## config.mk

```make
export PLATFORM = sky130hd
export DESIGN_NAME = fifo_wptr_full
export DESIGN_NICKNAME = d
export VERILOG_FILES = /design/src/rtl/fifo_wptr_full.sv
export SDC_FILE = /design/constraint.sdc
export NUM_CORES = 1
export LEC_CHECK = 0
export ABC_AREA = 1
export CORE_MARGIN = 5
export CORE_UTILIZATION = 39
export CTS_CLUSTER_SIZE = 14
export DETAILED_ROUTE_END_ITERATION = 10
export PLACE_DENSITY = 0.8
export SLEW_MARGIN = 20
export SYNTH_ARGS = -nofsm -noshare
export SYNTH_HDL_FRONTEND = slang
export SYNTH_HIERARCHICAL = 1
export SYNTH_SLANG_ARGS = --single-unit
export TNS_END_PERCENT = 5
```

## constraint.sdc

```tcl
create_clock -name clk -period 1.47 [get_ports clk]
set_input_delay 0.294 -clock clk [delete_from_list [all_inputs] [get_ports clk]]
set_output_delay 0.294 -clock clk [all_outputs]
set_load 0.01 [all_outputs]
```

## src/rtl/fifo_wptr_full.sv

```systemverilog
// Write-side pointer and full-flag generator for the asynchronous FIFO (write clock domain).
// Define FIFO_WPTR_ALMOST_FULL_EN to add the fill level and almost-full outputs.

`ifdef FIFO_WPTR_ALMOST_FULL_EN
module fifo_wptr_full_gray2bin #(
   parameter int SIZE = 5
) (
   input  logic [SIZE-1:0] gray_i,
   output logic [SIZE-1:0] bin_o
);

   // Each binary bit is the XOR of all Gray bits at or above it.
   always_comb begin
      bin_o = '0;
      for (int i = 0; i < SIZE; i++) begin
         bin_o[i] = ^(gray_i >> i);
      end
   end

endmodule
`endif

module fifo_wptr_full #(
   parameter int ADDR_SIZE = 4,
   parameter int AF_MARGIN = 2
) (
   input  logic                 clk,
   input  logic                 rst_n,
   input  logic                 winc,
   input  logic [ADDR_SIZE:0]   wq2_rptr,
   output logic [ADDR_SIZE-1:0] waddr,
   output logic [ADDR_SIZE:0]   wptr,
   output logic                 wfull
`ifdef FIFO_WPTR_ALMOST_FULL_EN
   ,
   output logic [ADDR_SIZE:0]   wlevel,
   output logic                 walmost_full
`endif
);

   localparam int PW    = ADDR_SIZE + 1;
   localparam int DEPTH = 1 << ADDR_SIZE;

   logic [PW-1:0] wbin_q, wbin_d;
   logic [PW-1:0] wptr_q, wptr_d;
   logic          wfull_q, wfull_d;
   logic          wwrite;

   assign wwrite = winc & ~wfull_q;
   assign wbin_d = wbin_q + PW'(wwrite);
   assign wptr_d = (wbin_d >> 1) ^ wbin_d;

   // Full when the writer is exactly one lap ahead: in Gray code that means the
   // top two bits differ and the rest match.
   assign wfull_d = (wptr_d == {~wq2_rptr[ADDR_SIZE:ADDR_SIZE-1], wq2_rptr[ADDR_SIZE-2:0]});

   // NOTE: sequential state uses non-blocking assignments so every register
   // samples the pre-edge values of the others.
   always_ff @(posedge clk or negedge rst_n) begin
      if (!rst_n) begin
         wbin_q  <= '0;
         wptr_q  <= '0;
         wfull_q <= 1'b0;
      end else begin
         wbin_q  <= wbin_d;
         wptr_q  <= wptr_d;
         wfull_q <= wfull_d;
      end
   end

   assign waddr = wbin_q[ADDR_SIZE-1:0];
   assign wptr  = wptr_q;
   assign wfull = wfull_q;

`ifdef FIFO_WPTR_ALMOST_FULL_EN
   localparam logic [PW-1:0] AF_THRESH = PW'(DEPTH - AF_MARGIN);

   logic [PW-1:0] rbin_s;
   logic [PW-1:0] wlevel_q, wlevel_d;
   logic          walmost_full_q, walmost_full_d;

   fifo_wptr_full_gray2bin #(
      .SIZE (PW)
   ) u_rptr_g2b (
      .gray_i (wq2_rptr),
      .bin_o  (rbin_s)
   );

   // Level is taken against the lagging read pointer, so it over-reports.
   assign wlevel_d       = wbin_d - rbin_s;
   assign walmost_full_d = (wlevel_d >= AF_THRESH);

   always_ff @(posedge clk or negedge rst_n) begin
      if (!rst_n) begin
         wlevel_q       <= '0;
         walmost_full_q <= 1'b0;
      end else begin
         wlevel_q       <= wlevel_d;
         walmost_full_q <= walmost_full_d;
      end
   end

   assign wlevel       = wlevel_q;
   assign walmost_full = walmost_full_q;
`endif

endmodule

```

Word-level counts from Yosys, hierarchy flattened

Cells that the tools add are included.

Word-level logic and storage cells: 9
Flip-flop bits (word level): 11
Input port bits: 8

Add/subtract/negate cells: 1
Bitwise operators: 4
Equal/unequal tests: 1

Operator list:

| kind                                   | number |
|---|---|
| 5-bit by 1-bit adder with 5-bit output | 1 |
| 5-bit equality test                    | 1 |
| 4-bit by 5-bit XOR with 5-bit output   | 1 |
| 2-bit NOT                              | 1 |
| 1-bit AND                              | 1 |
| 1-bit NOT                              | 1 |

Depth between registers and ports, before layout

Gate-level depths: netlist of the first run.

Depth in word-level cells: 5
Depth in mapped cells: 13

Worst setup path after synthesis of the first run

No wires, ideal clock.

Path kind: reg2reg
Start point: register wfull_q (netlist: wfull)
End point: register wfull_q (netlist: wfull)
Setup time: 69 ps
Stages on the path, launching flop included: 13
Period minus slack after synthesis: 1,615 ps
Setup slack: -145 ps
Arrival: 1,546 ps
Data required time: 1,401 ps
Path through: dfrtp_1 > nor2_1 > ha_1 > ha_1 > inv_1 > nand2_1 > nand2_1 > nand2_1 > nand2_1 > nand3_1 > nor2_1 > nand2_1 > nor2_2

Longest elaborated chain between the ends: 5

RTL lines:

| item                                   | RTL line | source |
|---|---|---|
| start: declaration                     | 46       | `logic wfull_q, wfull_d;` |
| start signal: assignment               | 67       | `wfull_q <= wfull_d;` |
| 1-bit NOT                              | 49       | `assign wwrite = winc & ~wfull_q;` |
| 1-bit AND                              | 49       |  |
| 5-bit by 1-bit adder with 5-bit output | 50       | `assign wbin_d = wbin_q + PW'(wwrite);` |
| via wbin_d[1]                          | 44       | `logic [PW-1:0] wbin_q, wbin_d;` |
| 4-bit by 5-bit XOR with 5-bit output   | 51       | `assign wptr_d = (wbin_d >> 1) ^ wbin_d;` |
| via wptr_d[0]                          | 45       | `logic [PW-1:0] wptr_q, wptr_d;` |
| 5-bit equality test                    | 55       | `assign wfull_d = (wptr_d == {~wq2_rptr[ADDR_SIZE:ADDR_SIZE-1], wq2_rptr[ADDR_SIZE-2:0]});` |
| via wfull_d                            | 46       |  |

The timed path passes the listed nets, and every way through them passes these cells.

Final worst setup path of the first run

Start point: register wfull_q (netlist: wfull)
End point: register wfull_q (netlist: wfull)

Longest elaborated chain between the ends: 5

RTL lines:

| item                                   | RTL line |
|---|---|
| 1-bit NOT                              | 49 |
| 1-bit AND                              | 49 |
| 5-bit by 1-bit adder with 5-bit output | 50 |
| 4-bit by 5-bit XOR with 5-bit output   | 51 |
| 5-bit equality test                    | 55 |
| via wfull_d                            | 46 |

The timed path passes the listed nets, and every way through them passes these cells.

==> results of run 1 <==
## how the worst min path moves through the flow
stage,to,slack (ns),cells after the start
floorplan,wbin_q[0]$_DFF_PN0_,-0.002,0
global placement,wbin_q[0]$_DFF_PN0_,0.56,1
detailed placement,wbin_q[0]$_DFF_PN0_,0.57,1
CTS,wptr[2]$_DFF_PN0_,0.36,1
global route,wfull$_DFF_PN0_,0.39,1
finish,wptr[2]$_DFF_PN0_,0.35,1
## per-layer routing
layer  wire (um)  track usage [%]  vias to the layer above
li1            -                -                      290
met1         525            18.54                      267
met5           0                0                        -
met4          38            6.989                        0
met2         694            24.80                       25
met3          95            2.632                        8
## flip-flops by register name, summed over array words and instances (netlist names)
| register | count |
|---|---|
| wbin_q | 5 |
| wfull | 1 |
| wptr | 4 |
## cell usage in the layout, fill, tap and decap left out, drive strengths merged
cell type       n
nand3          12
nor2            3
inv            12
nand3b          2
ha              2
clkdlybuf4s50  11
nand2          29
clkbuf          3
nand4           3
dfrtp          10
buf             9
dlygate4sd2     5
## through the flow
stage	area [um2]	setup TNS, ns	hold WS, ns	setup slack (ns)	util [%]
global placement	788.3	-2.144	0.5643	-0.5367	59.83
global route	888.4	-0.4388	0.3905	-0.2353	67.43
floorplan	569.3	-0.05192	-0.001591	-0.05192	-
finish	888.4	-0.1780	0.3456	-0.08959	67.43
detailed placement	788.3	-2.488	0.5662	-0.5815	59.83
CTS	843.3	-0.2291	0.3648	-0.1900	64.01
## cell type report
| type | instances | area, um2 |
|---|---|---|
| Sequential cell | 10 | 254.0 |
| Inverter | 12 | 47.55 |
| Timing Repair Buffer | 25 | 221.5 |
| Clock buffer | 3 | 22.52 |
| Fill cell | 106 | 429.2 |
| Tap cell | 15 | 18.77 |
| Multi-Input combinational cell | 51 | 324.1 |
## worst register-to-register path, stage by stage, from the launching register on
cell and delay (ns):
dfrtp_1 0.37, nor2_1 0.09, ha_2 0.21, ha_4 0.17
nand2_2 0.10, nand2_4 0.11, nand2_1 0.07, nand3_1 0.07
nand2_1 0.07, nor2_2 0.09, nand2_1 0.06, nor2_2 0.08
## power by group
part           internal (W)  total [W]  leakage (nW)  switching, W
sequential         0.000421   0.000544         0.116      0.000123
combinational      0.000700    0.00142         0.316      0.000723
clock             0.0000946   0.000187        0.0138     0.0000924
## kinds of logic after synthesis
family	Yosys count	share of synthesized area [%]
fa+ha+maj	2	4.514
buf+inv	12	8.128
flops	10	45.15
simple gates	49	42.21
## what timing repair did
action | CTS | global route
pin swaps | 11 | 13
setup endpoints to repair | 8 | 4
setup buffers | 3 | 1
resized for setup | 14 | 10
hold buffers | 0 | 0
==> results.cfg, run 1 <==
[yosys]
synth_area_leaders = dfrtp_1, nand2_1, nand3_1
async_flop_share_pct = 100.0
yosysSeqAreaShare_pct = 45.15
synth_ff_type = dfrtp_1
syn-cell-area_um2 = 554.3
synthDominantCellAreaShare_pct = 45.15
syn-num-nets = 83
synth_edf_count = 0
syn_area_per_cell_um2 = 7.593
netlist_instances = 73
synth_common_cells = nand2_1, nand3_1, dfrtp_1, inv_1, nand2_2
synth_area_leader_cell = dfrtp_1
yosysWarnings = 6
ys_ff_latch = 10
synth.most_common_cell = nand2_1
ys_types = 11

[global_route]
overflow = 0
antenna_found_initial = 0
grt_usage_pct = 14.91
grt_pass1_vias = 599
grt_pass1_wl_um = 2415
grt_max_degree = 11

[worst_setup_path]
cp_common_cell = nand2_1
crit_required_ns = 1.66
path_cells = nor2_1 > ha_2 > ha_4 > nand2_2 > nand2_4 > nand2_1 > nand3_1 > nand2_1 > nor2_2 > nand2_1 > nor2_2
crit_path_end_kind = flop
cp_slowest_stage_delay_ns = 0.37
r2r_end = wfull$_DFF_PN0_
crit-reg2reg-launch = wfull$_DFF_PN0_
crit_path_end = wfull$_DFF_PN0_
crit_path_start = wfull$_DFF_PN0_
crit_fanout = 5
crit_slowest_cell = dfrtp_1
cp.arrival_ns = 1.75
path_buf_inv = 0
critPathTopFamily = simple AND/OR/NAND/NOR gates
rrSetupSlack_ns = -0.09
rr_worst_depth = 11
path_depth = 11
worst-setup-path-type = reg2reg
critPathLaunchType = flop

[timing]
setup_violations = 2
rsz0062_at_grt = yes
tightest_slew_ns = 0.4582
slew_viol_final = 0
final.period_utilization_pct = 106.1
skew_ns = 0.001994
relSlewSlack_pct = 69.36
layout_setup_ws_ns = -0.08959
fin_crit_ns = 1.560
clock.fmax_ghz = 0.6412
hold_viol = 0

[drt]
first_iter_violations = 9
wl_um = 1355
ant_nets = 0
drt-vias-per-instance = 5.086
drt-wirelength-per-cell_um = 11.68
drc = 0
num_vias = 590
first_pass_iters = 6

[layout]
final_layout_size_suffix_gt1_share_pct = 40.59
instances_no_fill = 116
syn2layout_area_growth_pct = 60.27
antennaDiodeCount = 0
nNetsFinal = 113

[floorplan]
die_area_mm2 = 0.002275
die_w_um = 47.70
die_y_um = 47.70
start_util_pct = 42.07
ios = 18
core_region_area_mm2 = 0.001318
rows = 13

[outcome]
violations = setup timing
status = finished, violations left

[pwr]
total_leakage_power_nw = 0.4452
peakVddDrop_mv = 1.131
finalPower_w = 0.002154
powerDensity_mw_per_mm2 = 2425

[worst_hold_path]
hold_path.class = in2async

[clocking]
path_clk_slew_ns = 0.06
cts_root_buffer = clkbuf_4
numCtsBuffers = 3
cts_buffer_depth = 2
h-tree-depth = 1
cts_tree = done
numClockSinks = 10
clock_latency_ns = 0.26

[placement]
numPlacedInstances = 109
gp_congestion = 0.7183
post-dp-hpwl_um = 1031
io_buffers = 17

[run]
cap_violations = 0
Power figures use the tool's default switching activity.
==> run 2: changes to the inputs <==
--- a/config.mk
+++ b/config.mk
@@ -6,10 +6,12 @@
 export NUM_CORES = 1
 export LEC_CHECK = 0
 export ABC_AREA = 1
+export CAP_MARGIN = 20
 export CORE_MARGIN = 5
 export CORE_UTILIZATION = 39
 export CTS_CLUSTER_SIZE = 14
 export DETAILED_ROUTE_END_ITERATION = 10
+export GPL_TIMING_DRIVEN = 0
 export PLACE_DENSITY = 0.8
 export SLEW_MARGIN = 20
 export SYNTH_ARGS = -nofsm -noshare
==> results.cfg, run 2 (synthesis results as in run 1) <==
[floorplan]
die_y_um = 47.70
die_w_um = 47.70
die_area_mm2 = 0.002275
start_util_pct = 42.07
ios = 18
core_region_area_mm2 = 0.001318
rows = 13

[layout]
largest_reg_flops = 5
final_layout_size_suffix_gt1_share_pct = 29.59
syn2layout_area_growth_pct = 50.79
nFillCells = 113
final_common_cell = nand2_1
post-route-util_pct = 63.44
top_register = wbin_q
antennaDiodeCount = 0
final_cell_mix = nand2_1, nand3_1, clkdlybuf4s50_1
nNetsFinal = 110
final_area_um2 = 835.8

[worst_setup_path]
path_cells = nor2_1 > ha_2 > ha_4 > inv_1 > nand2_2 > nand3_1 > nand3_1 > nand2_1 > nor2_1 > nand2_1 > nor2_2
path_buf_inv = 1
worst-setup-path-type = reg2reg
crit_fanout = 4
cp.arrival_ns = 1.81
crit_required_ns = 1.66
critPathTopFamily = simple AND/OR/NAND/NOR gates
crit_slowest_cell = dfrtp_1
critPathLaunchType = flop
crit_path_end_kind = flop
cp_slowest_stage_delay_ns = 0.37

[drt]
wl_um = 1362
num_vias = 574
ant_nets = 0
drt-vias-per-instance = 5.080
drt-wirelength-per-cell_um = 12.05
first_iter_violations = 14
first_pass_iters = 6
drc = 0

[clocking]
cts_buffer_depth = 2
cts_root_buffer = clkbuf_4
numClockSinks = 10
clock_latency_ns = 0.26
holdBufCountCts = 0
cts_tree = done
path_clk_slew_ns = 0.06
numCtsBuffers = 3
h-tree-depth = 1

[global_route]
grt_pass1_vias = 571
grt_max_degree = 11
grt_usage_pct = 14.56
antenna_found_initial = 0
grt_pass1_wl_um = 2332
overflow = 0

[timing]
tightest_slew_ns = 0.4590
relSlewSlack_pct = 69.31
slew_viol_final = 0
clock.fmax_ghz = 0.6197
setup_violations = 2
hold_viol = 0
skew_ns = 0.001414
hold_ws_ns = 0.3463
layout_setup_ws_ns = -0.1436
final.period_utilization_pct = 109.8
rsz0062_at_grt = yes
fin_crit_ns = 1.614

[placement]
pre_cts_slack_ns = -0.6239
post-dp-hpwl_um = 1042
gp_congestion = 0.7237
placed_area_um2 = 758.2
io_buffers = 17

[pwr]
powerDensity_mw_per_mm2 = 2372
total_leakage_power_nw = 0.4315
seqPwrFrac_pct = 26.9
peakVddDrop_mv = 0.9659
clkPwrFrac_pct = 9.4
net-switching-power_w = 0.0008716
pwr-share-comb_pct = 63.8
finalPower_w = 0.001983
netSwitchingFraction_pct = 43.96
internal_power_w = 0.001111

[outcome]
status = finished, violations left
violations = setup timing

[run]
cap_violations = 0

[worst_hold_path]
hold_path.class = in2async
run 2: worst register-to-register path: cells and delay by family, from the launching register on:
kind                       cells  cell delay, ns
DFF                            1            0.37
and+or+nand+nor                8            0.76
buffers and inverters          1            0.06
adders and majority gates      2            0.37
run 2: cell type report:
| cell class | instances | area (um2) | share of cell area, % |
|---|---|---|---|
| multi-input cells | 51 | 294.0 | 35.18 |
| clock buffers | 3 | 22.52 | 2.695 |
| repair buffers | 22 | 202.7 | 24.25 |
| inverters | 12 | 45.04 | 5.389 |
| flip-flops and latches | 10 | 252.7 | 30.24 |
| well taps | 15 | 18.77 | 2.246 |
run 2: metrics by stage:
stage / setup TNS [ns] / instances
6_report: -0.1937 / 113
5_1_grt: -0.5220 / 113
4_1_cts: -0.1958 / 112
3_5_place_dp: -2.601 / 105
3_3_place_gp: -2.130 / 105
2_1_floorplan: -0.05192 / 73
run 2: final timing paths:
check	start	endpoint	slack (ns)	cells after the start
min in group clk	winc	wbin_q[0]$_DFF_PN0_	0.61	4
min reg2reg	wbin_q[0]$_DFF_PN0_	wbin_q[0]$_DFF_PN0_	0.61	1
max in group asynchronous	rst_n	wbin_q[1]$_DFF_PN0_	0.78	1
max reg2reg	wfull$_DFF_PN0_	wfull$_DFF_PN0_	-0.14	11
max	wfull$_DFF_PN0_	wfull$_DFF_PN0_	-0.14	11
min	rst_n	wbin_q[3]$_DFF_PN0_	0.35	1
run 2: power groups by stage:
stage	combinational [W]	clock [W]	sequential (W)
global route	0.00140	0.000198	0.000552
detailed placement	0.00112	0	0.000529
floorplan	0.000639	0	0.000582
CTS	0.00122	0.000184	0.000530
finish	0.00126	0.000186	0.000533
global placement	0.00108	0	0.000520
run 2: repair_timing:
| item | in CTS | in global routing |
|---|---|---|
| endpoints found under the setup margin | 8 | 5 |
| pin swaps | 11 | 8 |
| buffers inserted | 4 | 1 |
| gates cloned | 0 | 0 |
| gates resized for setup | 13 | 1 |
run 2: layer usage:
layer | share of wire (%) | global-route usage, %
met3 | 5.8 | 1.128
met2 | 49 | 23.48
met5 | 0 | 0
met1 | 42 | 19.05
met4 | 2.5 | 8.065
